==> config.mk <==
export PLATFORM = sky130hd
export DESIGN_NAME = itof_pipe_flat
export DESIGN_NICKNAME = d
export VERILOG_FILES = /design/src/rtl/itof_if.sv /design/src/rtl/itof_pipe.sv /design/src/flat_wrapper.sv
export SDC_FILE = /design/constraint.sdc
export NUM_CORES = 1
export LEC_CHECK = 0
export ABC_AREA = 1
export CAP_MARGIN = 20
export CORE_ASPECT_RATIO = 1.25
export CORE_MARGIN = 2
export CORE_UTILIZATION = 55
export DETAILED_ROUTE_END_ITERATION = 10
export PLACE_DENSITY = 0.74
export REMOVE_ABC_BUFFERS = 1
export SKIP_CTS_REPAIR_TIMING = 1
export SYNTH_ARGS = -nofsm -noshare
export SYNTH_HDL_FRONTEND = slang
export SYNTH_SLANG_ARGS = --single-unit
==> constraint.sdc <==
create_clock -name clk -period 10.3 [get_ports clk]
set_clock_uncertainty 0.15 [all_clocks]
set_input_delay 1.545 -clock clk [delete_from_list [all_inputs] [get_ports clk]]
set_output_delay 1.545 -clock clk [all_outputs]
set_load 0.02 [all_outputs]
==> src/rtl/itof_if.sv <==
// Operand/result channel of the integer-to-binary32 pipeline.
// Handshake: a word moves when valid & ready are both high on a rising clk edge; a source
// holds its payload and valid steady until that happens, and ready may depend on state only.
interface itof_if #(
  parameter int IN_WIDTH  = 32,
  parameter int TAG_WIDTH = 6
);
  logic                 in_valid;
  logic                 in_ready;
  logic [IN_WIDTH-1:0]  in_data;
  logic                 in_signed;
  logic [TAG_WIDTH-1:0] in_tag;
  logic                 out_valid;
  logic                 out_ready;
  logic [31:0]          out_data;
  logic                 out_inexact;
  logic [TAG_WIDTH-1:0] out_tag;

  modport master (
    output in_valid, in_data, in_signed, in_tag, out_ready,
    input  in_ready, out_valid, out_data, out_inexact, out_tag
  );

  modport slave (
    input  in_valid, in_data, in_signed, in_tag, out_ready,
    output in_ready, out_valid, out_data, out_inexact, out_tag
  );
endinterface

==> src/rtl/itof_pipe.sv <==
// Three-stage integer to IEEE-754 binary32 converter (round-to-nearest-even, inexact flag).
// Stages: sign/magnitude, normalise, round/pack; all stages shift together under one advance.
module itof_pipe #(
  parameter int IN_WIDTH  = 32,
  parameter int TAG_WIDTH = 6
) (
  input logic   clk,
  input logic   rst,
  itof_if.slave bus
);
  localparam int PW = $clog2(IN_WIDTH);
  // Bits below the leading one, padded so IN_WIDTH < 25 still yields 23 frac bits + guard.
  localparam int EW = IN_WIDTH + 23;

  logic advance;

  // stage 1: sign and magnitude
  logic                 s1_valid;
  logic                 s1_sign;
  logic [IN_WIDTH-1:0]  s1_mag;
  logic [TAG_WIDTH-1:0] s1_tag;
  logic                 in_sign;
  logic [IN_WIDTH-1:0]  in_mag;

  // stage 2: normalised magnitude with the leading one stripped
  logic                 s2_valid;
  logic                 s2_sign;
  logic                 s2_zero;
  logic [PW-1:0]        s2_p;
  logic [IN_WIDTH-2:0]  s2_below;
  logic [TAG_WIDTH-1:0] s2_tag;
  logic [PW-1:0]        lead_p;
  logic [IN_WIDTH-1:0]  shifted;

  // stage 3: round and pack into the output registers
  logic                 out_valid_q;
  logic [31:0]          out_data_q;
  logic                 out_inexact_q;
  logic [TAG_WIDTH-1:0] out_tag_q;
  logic [EW-1:0]        ext;
  logic [22:0]          frac;
  logic                 guard;
  logic                 sticky;
  logic                 round_up;
  logic [30:0]          exp_frac;
  logic [31:0]          res_data;
  logic                 res_inexact;

  assign advance      = !out_valid_q | bus.out_ready;
  assign bus.in_ready = advance;

  assign in_sign = bus.in_signed & bus.in_data[IN_WIDTH-1];
  assign in_mag  = in_sign ? (~bus.in_data) + IN_WIDTH'(1) : bus.in_data;

  always_comb begin
    lead_p = '0;
    for (int i = 0; i < IN_WIDTH; i++) begin
      if (s1_mag[i]) lead_p = PW'(i);
    end
  end

  // After the shift the MSB is set exactly when the magnitude is nonzero.
  assign shifted = s1_mag << (PW'(IN_WIDTH - 1) - lead_p);

  always_comb begin
    ext         = {s2_below, 24'd0};
    frac        = ext[EW-1 -: 23];
    guard       = ext[EW-24];
    sticky      = |ext[EW-25:0];
    round_up    = guard & (sticky | frac[0]);
    // A carry out of frac lands in the exponent field, which is the mantissa-overflow case.
    exp_frac    = {8'd127 + 8'(s2_p), frac} + 31'(round_up);
    res_data    = s2_zero ? 32'd0 : {s2_sign, exp_frac};
    res_inexact = !s2_zero & (guard | sticky);
  end

  always_ff @(posedge clk) begin
    if (rst) begin
      s1_valid      <= 1'b0;
      s2_valid      <= 1'b0;
      out_valid_q   <= 1'b0;
      out_data_q    <= '0;
      out_inexact_q <= 1'b0;
      out_tag_q     <= '0;
    end else if (advance) begin
      s1_valid    <= bus.in_valid;
      s2_valid    <= s1_valid;
      out_valid_q <= s2_valid;
      if (s2_valid) begin
        out_data_q    <= res_data;
        out_inexact_q <= res_inexact;
        out_tag_q     <= s2_tag;
      end
    end
  end

  always_ff @(posedge clk) begin
    if (advance) begin
      s1_sign  <= in_sign;
      s1_mag   <= in_mag;
      s1_tag   <= bus.in_tag;
      s2_sign  <= s1_sign;
      s2_zero  <= ~shifted[IN_WIDTH-1];
      s2_p     <= lead_p;
      s2_below <= shifted[IN_WIDTH-2:0];
      s2_tag   <= s1_tag;
    end
  end

  assign bus.out_valid   = out_valid_q;
  assign bus.out_data    = out_data_q;
  assign bus.out_inexact = out_inexact_q;
  assign bus.out_tag     = out_tag_q;
endmodule

==> src/flat_wrapper.sv <==
// flat-port wrapper written by rule: the top's interface ports become plain ports
module itof_pipe_flat 
#(
  parameter int IN_WIDTH  = 32,
  parameter int TAG_WIDTH = 6
)
  (clk, rst, bus_in_valid, bus_in_data, bus_in_signed, bus_in_tag, bus_out_ready, bus_in_ready, bus_out_valid, bus_out_data, bus_out_inexact, bus_out_tag);
  itof_if #(.IN_WIDTH(IN_WIDTH), .TAG_WIDTH(TAG_WIDTH)) bus_i ();
  input logic clk;
  input logic rst;
  input wire logic [$bits(bus_i.in_valid)-1:0] bus_in_valid;
  input wire logic [$bits(bus_i.in_data)-1:0] bus_in_data;
  input wire logic [$bits(bus_i.in_signed)-1:0] bus_in_signed;
  input wire logic [$bits(bus_i.in_tag)-1:0] bus_in_tag;
  input wire logic [$bits(bus_i.out_ready)-1:0] bus_out_ready;
  output wire logic [$bits(bus_i.in_ready)-1:0] bus_in_ready;
  output wire logic [$bits(bus_i.out_valid)-1:0] bus_out_valid;
  output wire logic [$bits(bus_i.out_data)-1:0] bus_out_data;
  output wire logic [$bits(bus_i.out_inexact)-1:0] bus_out_inexact;
  output wire logic [$bits(bus_i.out_tag)-1:0] bus_out_tag;
  assign bus_i.in_valid = bus_in_valid;
  assign bus_i.in_data = bus_in_data;
  assign bus_i.in_signed = bus_in_signed;
  assign bus_i.in_tag = bus_in_tag;
  assign bus_i.out_ready = bus_out_ready;
  assign bus_in_ready = bus_i.in_ready;
  assign bus_out_valid = bus_i.out_valid;
  assign bus_out_data = bus_i.out_data;
  assign bus_out_inexact = bus_i.out_inexact;
  assign bus_out_tag = bus_i.out_tag;
  itof_pipe #(.IN_WIDTH(IN_WIDTH), .TAG_WIDTH(TAG_WIDTH)) u_core (.clk(clk), .rst(rst), .bus(bus_i));
endmodule
==> out/results.tsv, run 1 <==
metric	value	unit
status	finished, final reports clean	
finalSetupViolCount	0	
cts_buffers	17	
hp-start	u_core.s1_tag[4]	
ios	84	
drt-initial-drc-count	550	
peakVddDrop	0.0982	mV
drc	0	
critPathTopFamily	buffers and inverters	
cp-end-kind	output port	
ys_warn_count	0	
synth_xor_area_frac	0.0384	
antenna_found_initial	0	
synth_compound_area_frac	0.0687	
crit_top_cell	clkdlybuf4s50_1	
core	13300	um2
holdPathStages	0	
syn-cell-area	7520	um2
finalCriticalPeriod	5060	ps
grt_max_degree	67	
drive_above_1_share	0.0860	
clk_latency	420	ps
hp-class	register to register	
rsz0062_at_grt	false	
startpoint	bus_out_ready	
die_h	135	um
cp.depth	4	
synth.area.top_cells	edfxtp_1 33%, nand3_1 14%, nand2_1 12%, dfxtp_1 11%, inv_1 4.6%	
antenna_cells	0	
grt_pass1_vias	6303	
p_leak	3.77	nW
start_util	0.566	
worst_slack	5240	ps
synth_fa_ha_area_frac	0.00832	
finalWeightedCongestion	0.926	
syn_area_per_cell	7.52	um2
cts_tree	yes	
fmax	198	MHz
synth_edf_count	83	
slew_headroom	0.319	
fin_nets	1116	
cp-start-kind	primary input	
die_w	109	um
reg2reg_depth	20	
yosysTopAreaCellShare	0.331	
report.final.slew_viol_count	0	
vias_per_cell	5.48	
ys_ff_latch	125	
max_stage_delay	670	ps
port_buffers	83	
gr-total-overflow	0	
synth_top_family_by_area	simple AND/OR/NAND/NOR gates	
p_total	1.71	mW
hold_violations	0	
ctsLongestPathBuffers	2	
worstPathArrival	3360	ps
path_clk_slew	60	ps
power_density	189	nW/um2
cp_cell_sequence	clkdlybuf4s50_1, nor2_1, clkinv_2, clkdlybuf4s50_1	
cts_num_sinks	125	
grtUsageTotal	0.246	
totalWireLength	16.8	mm
timing.final.crit_share	0.491	
fin_tns_setup	0	ps
wire_per_inst	13.4	um
area_growth	20.2	%
critPathRequiredTime	8610	ps
grt_pass1_wl	28.7	mm
rows	47	
final_cell_count_no_fill	1252	
rrSetupSlack	5990	ps
cts_max_level	4	
root_buffer	clkbuf_16	
ys.flop_type	edfxtp_1	
cap_violations	0	
ys_async_sr_fraction	0	
drtAntennaViolNets	0	
synthTopCellsByCount	245 x nand2_1, 203 x nand3_1, 93 x inv_1	
worstMarginPinSlew	1020	ps
yosys.area_share.simple	0.362	
synth.most_common_cell	nand2_1	
worst-path-buf-inv	3	
reg2reg_from	u_core.s1_mag[3]	
syn-instance-count	1000	
seq_area_frac_synth	0.443	
dieArea	14600	um2
dp_cells	1220	
finalCoreUtilization	0.680	
synth.mux.area_fraction	0	
via_count	6861	
dp_slack	5230	ps
critPathSlowestCell	clkdlybuf4s50_1	
place_hpwl	12.1	mm
drt_first_pass_iters	6	
critPathMaxFanout	21	
ys_types	44	
crit_type	primary input to output port	
yosysTopAreaCell	edfxtp_1	
[power breakdown]
group	switching, mW	internal, mW
clock	0.242	0.339
sequential	0.0569	0.630
combinational	0.285	0.153
total	0.585	1.12
[per-layer routing]
metal  vias up  wire, um  GRT usage
met1      3101      6910      0.298
met5         -         0          0
met2       218      8450      0.417
li1       3496         -          -
met3        46       766     0.0516
met4         0       636      0.114
[cells by family after synthesis]
kind of cell / count (synthesis)
and+or+nand+nor: 589
buffers and inverters: 153
DFF: 125
AOI/OAI and AO/OA: 95
xor gates and xnor gates: 33
adders and majority gates: 5
[per-stage QoR]
stage | hold slack (ps) | area [um2]
after floorplan | 250 | 7340
after global placement | 251 | 8470
after detailed placement | 255 | 8470
after CTS | 270 | 9040
after global routing | 277 | 9040
final | 270 | 9040
[layout make-up]
cell class                      instances  area, um2
Timing Repair Buffer                   92        898
Fill cell                            1146       4250
Inverter                              110        414
Multi-Input combinational cell        722       3610
Clock inverter                         15        148
Sequential cell                       125       3330
Tap cell                              171        214
Clock buffer                           17        425
[placed cells by master (no fill, tap or decap), types with 3 or more instances in the layout]
cell type / count
a21oi_1: 58
a21oi_2: 3
buf_4: 9
clkbuf_16: 17
clkdlybuf4s50_1: 83
clkinv_1: 3
dfxtp_1: 42
edfxtp_1: 83
ha_1: 5
inv_1: 92
inv_2: 14
inv_6: 6
nand2_1: 245
nand2_2: 5
nand3_1: 203
nand3_2: 4
nand4_1: 8
nor2_1: 67
nor2_2: 9
nor2_4: 7
nor3_1: 15
nor3b_1: 4
nor4_1: 11
o21ai_0: 19
o21ai_1: 5
xnor2_1: 13
xor2_1: 20
[registers in the layout (all words and copies together) (netlist names)]
register	flops
u_core.s1_sign	1
u_core.s2_below	31
u_core.s2_valid	1
u_core.s1_mag	32
u_core.bus.out_valid	1
u_core.s2_tag	6
u_core.s1_tag	6
u_core.bus.out_tag	6
u_core.bus.out_data	32
u_core.s2_sign	1
u_core.bus.out_inexact	1
u_core.s2_p	5
u_core.s2_zero	1
u_core.s1_valid	1
[final timing paths]
check / to
setup / recovery: bus_in_ready
hold / removal: u_core.s2_tag[4]
setup reg to reg: u_core.s2_below[13]
hold reg to reg: u_core.s2_tag[4]
Note: power is estimated with default switching activity, not from simulation.
==> inputs of run 2 (changes only) <==
==> constraint.sdc (replaced) <==
create_clock -name clk -period 5.2 [get_ports clk]
set_clock_uncertainty 0.15 [all_clocks]
set_input_delay 0.78 -clock clk [delete_from_list [all_inputs] [get_ports clk]]
set_output_delay 0.78 -clock clk [all_outputs]
set_load 0.02 [all_outputs]
==> out/results.tsv, run 2 (synthesis gave the netlist of run 1 again) <==
metric	value	unit	change
path_clk_slew	60	ps	about the same
p_total	3.35	mW	+96%
fin_tns_setup	0	ps	unchanged
root_buffer	clkbuf_16		
antenna_found_initial	0		unchanged
start_util	0.566		unchanged
grtUsageTotal	0.239		-0.00776
critPathRequiredTime	5340	ps	-3270 ps
die_w	109	um	unchanged
grt_pass1_wl	28.1	mm	-2.3%
cts_max_level	4		unchanged
power_density	370	nW/um2	+96%
wire_per_inst	13.2	um	-1.6%
busiest_layer	met2		
seqPwrFrac	0.405		+0.003
rows	47		unchanged
area_growth	20.5	%	
max_stage_delay	380	ps	-290 ps
critPathMaxFanout	4		-81%
totalWireLength	16.6	mm	-1.2%
dieArea	14600	um2	unchanged
drt-initial-drc-count	610		+11%
antenna_cells	0		unchanged
worstPathArrival	3820	ps	+460 ps
critPathTopFamily	simple AND/OR/NAND/NOR gates		
cp-end-kind	register		
ctsLongestPathBuffers	2		unchanged
hp-class	register to register		
layout_common_cells	245 x nand2_1, 203 x nand3_1, 92 x inv_1		
fin_nets	1121		+0.45%
cts_num_sinks	125		unchanged
critPathSlowestCell	or3_4		
hold_violations	0		unchanged
p_comb_frac	0.261		+0.004
final_common_cell	nand2_1		
port_buffers	83		unchanged
status	finished, final reports clean		
p_leak	3.78	nW	+0.22%
finalCriticalPeriod	3690	ps	
die_h	135	um	unchanged
finalWeightedCongestion	0.902		-2.5%
cts_buffers	17		unchanged
use_met2	0.401		-0.0160
cts_tree	yes		
fmax	271	MHz	
grt_use_met1	0.292		-0.00612
cap_violations	0		unchanged
swShare	0.347		+0.00503
crit_type	register to register		
drc	0		unchanged
rsz0062_at_grt	false		
gr-total-overflow	0		unchanged
core	13300	um2	unchanged
clk_latency	410	ps	about the same
power.switching	1.17	mW	+99%
worst-path-buf-inv	5		+2
report.final.slew_viol_count	0		unchanged
drive_above_1_share	0.0902		+0.00421
peakVddDrop	0.214	mV	+120%
ios	84		unchanged
slew_headroom	0.331		+0.0118
fillers	1138		-0.70%
vias_per_cell	5.45		-0.59%
worstMarginPinSlew	1000	ps	-17.6 ps
finalSetupViolCount	0		unchanged
cp-start-kind	register		
place_hpwl	12.3	mm	+1.6%
drt_first_pass_iters	6		unchanged
p_int	2.19	mW	+95%
drtAntennaViolNets	0		unchanged
grt_max_degree	57		-15%
clkPwrFrac	0.335		-0.006
globalRouteMet3Util	0.0381		-0.0135
via_count	6848		-0.19%
timing.final.crit_share	0.709		
grt_pass1_vias	6272		-0.49%
run 2: cell type report:
class                   count  area [um2]  share of cell area
clock buffers              17         425              0.0469
clock inverters            15         143              0.0157
inverters                 110         414              0.0457
multi-input cells         722        3600               0.397
flip-flops and latches    125        3330               0.368
well taps                 171         214              0.0236
repair buffers             97         936               0.103
run 2: power by group through the flow:
stage                     clock (mW)  sequential [mW]  combinational, mW
after detailed placement           0             1.38              0.863
after global routing            1.19             1.38              0.989
after global placement             0             1.37              0.853
final                           1.12             1.36              0.874
after floorplan                    0             1.38              0.576
after CTS                       1.14             1.36              0.868
run 2: layer usage:
metal,up-vias,share of wire
li1,3498,-
met1,3080,0.41
met2,224,0.50
met3,46,0.044
met4,0,0.042
met5,-,0
run 2: stage by stage:
step,setup WS (ps),utilization,instance area [um2],instances,hold slack (ps)
final,1510,0.682,9070,1257,271
after global routing,953,0.682,9070,1257,276
after CTS,1470,0.682,9070,1257,270
after detailed placement,1080,0.639,8500,1225,255
after global placement,1130,0.639,8500,1225,252
after floorplan,1200,-,7340,957,250
run 2: path summary, 6_finish.rpt:
kind | slack, ps | from | cells after the start | endpoint
worst min-delay path | 270 | u_core.s1_tag[5] | 0 | u_core.s2_tag[5]
worst max-delay path | 1510 | u_core.s2_below[0] | 30 | u_core.bus.out_data[26]
worst max register to register | 1510 | u_core.s2_below[0] | 30 | u_core.bus.out_data[26]
worst min register to register | 270 | u_core.s1_tag[5] | 0 | u_core.s2_tag[5]
==> variant: new RTL, flow settings as in run 2 <==
`IN_WIDTH` is set to 32 in 3 places; all go to 16.
--- a/src/rtl/itof_if.sv
+++ b/src/rtl/itof_if.sv
@@ -2,7 +2,7 @@
 // Handshake: a word moves when valid & ready are both high on a rising clk edge; a source
 // holds its payload and valid steady until that happens, and ready may depend on state only.
 interface itof_if #(
-  parameter int IN_WIDTH  = 32,
+  parameter int IN_WIDTH  = 16,
   parameter int TAG_WIDTH = 6
 );
   logic                 in_valid;
--- a/src/rtl/itof_pipe.sv
+++ b/src/rtl/itof_pipe.sv
@@ -1,7 +1,7 @@
 // Three-stage integer to IEEE-754 binary32 converter (round-to-nearest-even, inexact flag).
 // Stages: sign/magnitude, normalise, round/pack; all stages shift together under one advance.
 module itof_pipe #(
-  parameter int IN_WIDTH  = 32,
+  parameter int IN_WIDTH  = 16,
   parameter int TAG_WIDTH = 6
 ) (
   input logic   clk,
--- a/src/flat_wrapper.sv
+++ b/src/flat_wrapper.sv
@@ -1,7 +1,7 @@
 // flat-port wrapper written by rule: the top's interface ports become plain ports
 module itof_pipe_flat 
 #(
-  parameter int IN_WIDTH  = 32,
+  parameter int IN_WIDTH  = 16,
   parameter int TAG_WIDTH = 6
 )
   (clk, rst, bus_in_valid, bus_in_data, bus_in_signed, bus_in_tag, bus_out_ready, bus_in_ready, bus_out_valid, bus_out_data, bus_out_inexact, bus_out_tag);
Interface: changed (resized bus_in_data); port bits go from 84 to 68. No check against the original RTL was run, so the function may have changed too.
==> variant against run 2 <==
  * Setup slack improved by 550 ps
  * Total power decreased by 49%
  * Sequential power decreased by 40%
  * Sequential cell count decreased by 43
  * Synthesized area decreased by 47%
  * Wire length decreased by 57%
  * Global-route usage decreased by 4.6 points
  * Non-clock buffer count decreased by 37
  * Fmax increased by 18%
  * Final area decreased by 47%
  * Critical path type is now in -> reg
==> variant: results <==
export IMPL_status="finished, final reports clean"
export IMPL_grtUsageMet2=0.3500
export IMPL_grt_pass1_wl_um=11990
export IMPL_synth_common_cells="nand2_1 (113), nand3_1 (52), edfxtp_1 (50)"
export IMPL_wl_met2_um=3867
export IMPL_drive_gt1_frac=0.1052
export IMPL_wl_met1_um=2835
export IMPL_crit_arrival_ps=3260
export IMPL_portBuffers=58
export IMPL_drt_iter0_drc=160
export IMPL_clkLatencyLatePin_ps=350
export IMPL_slew_headroom=0.4434
export IMPL_gp_congestion=0.9106
export IMPL_cts_root_buffer="clkbuf_8"
export IMPL_synth_xor_area_frac=0.03085
export IMPL_ys_top_cells_by_area="edfxtp_1 (38%), dfxtp_1 (16%), nand2_1 (11%)"
export IMPL_ys_types=37
export IMPL_cts_buffer_depth=2
export IMPL_grt_max_degree=53
export IMPL_dr_total_vias=3014
export IMPL_nNetsFinal=529
export IMPL_wl_met3_um=237
export IMPL_cts_buffers=9
export IMPL_clkTransAtPathRegs_ps=80
export IMPL_synth_edff_count=50
export IMPL_num_fill_cells=571
export IMPL_ys_seq_area_frac=0.5389
export IMPL_vdd_drop_max_mv=0.1805
export IMPL_gr_usage_met1=0.2129
export IMPL_dp_hpwl_um=5199
export IMPL_htree_levels=3
export IMPL_grt_usage=0.1923
export IMPL_dr_pass1_iters=4
export IMPL_routed_via_density=5.074
export IMPL_globalRouteMet3Util=0.03663
export IMPL_synth_compound_area_frac=0.06295
export IMPL_cp_max_fo=30
export IMPL_dp_cells=577
export IMPL_grt_pass1_vias=2823
export IMPL_critPathMaxStageDelay_ps=660
## variant: changes by cell type in the layout (fill, tap and decap cells not counted), sizes merged, moves of 12 or more
cell | run 2 | this run
o21ai | 25 | 9
a21oi | 61 | 31
buf | 14 | 2
nor2 | 83 | 37
inv | 116 | 40
edfxtp | 83 | 50
nand2 | 250 | 123
clkdlybuf4s50 | 83 | 58
nand3 | 207 | 60
## variant: layout make-up
class / instances / area share
flip-flops and latches: 82 / 0.4459
multi-input cells: 308 / 0.3214
repair buffers: 60 / 0.1282
clock buffers: 11 / 0.03386
inverters: 38 / 0.03022
well taps: 90 / 0.02344
clock inverters: 5 / 0.01693
## variant: critical path, delay by kind of cell
| family | cells | cell delay [ps] |
|---|---|---|
| buffers and inverters | 3 | 1060 |
| AO/OA/AOI/OAI | 1 | 120 |
| AND/OR/NAND/NOR | 4 | 1290 |
## variant: worst paths after layout
| kind | from | to | slack [ps] | depth (start not counted) |
|---|---|---|---|---|
| max reg2reg | u_core.bus.out_valid | u_core.bus.out_data[24] | 2580 | 8 |
| min | u_core.s1_tag[4] | u_core.s2_tag[4] | 270 | 0 |
| min reg2reg | u_core.s1_tag[4] | u_core.s2_tag[4] | 270 | 0 |
| max | bus_out_ready | u_core.bus.out_data[24] | 2070 | 8 |
## variant: report_power, final
part           switching, mW  internal [mW]  leakage [nW]
combinational          0.222          0.133          1.08
clock                  0.224          0.315         0.125
sequential            0.0303          0.786         0.788
## variant: stage by stage
stage	util	hold WS, ps	worst slack (ps)	power [mW]	area, um^2
after global placement	0.6496	252.7	1704	1.174	4532
after floorplan	-	250.3	2287	1.072	3831
final	0.6885	272.4	2069	1.710	4803
after detailed placement	0.6496	255.2	1650	1.182	4532
after CTS	0.6845	274.4	2018	1.719	4776
after global routing	0.6885	282.6	1701	1.806	4803
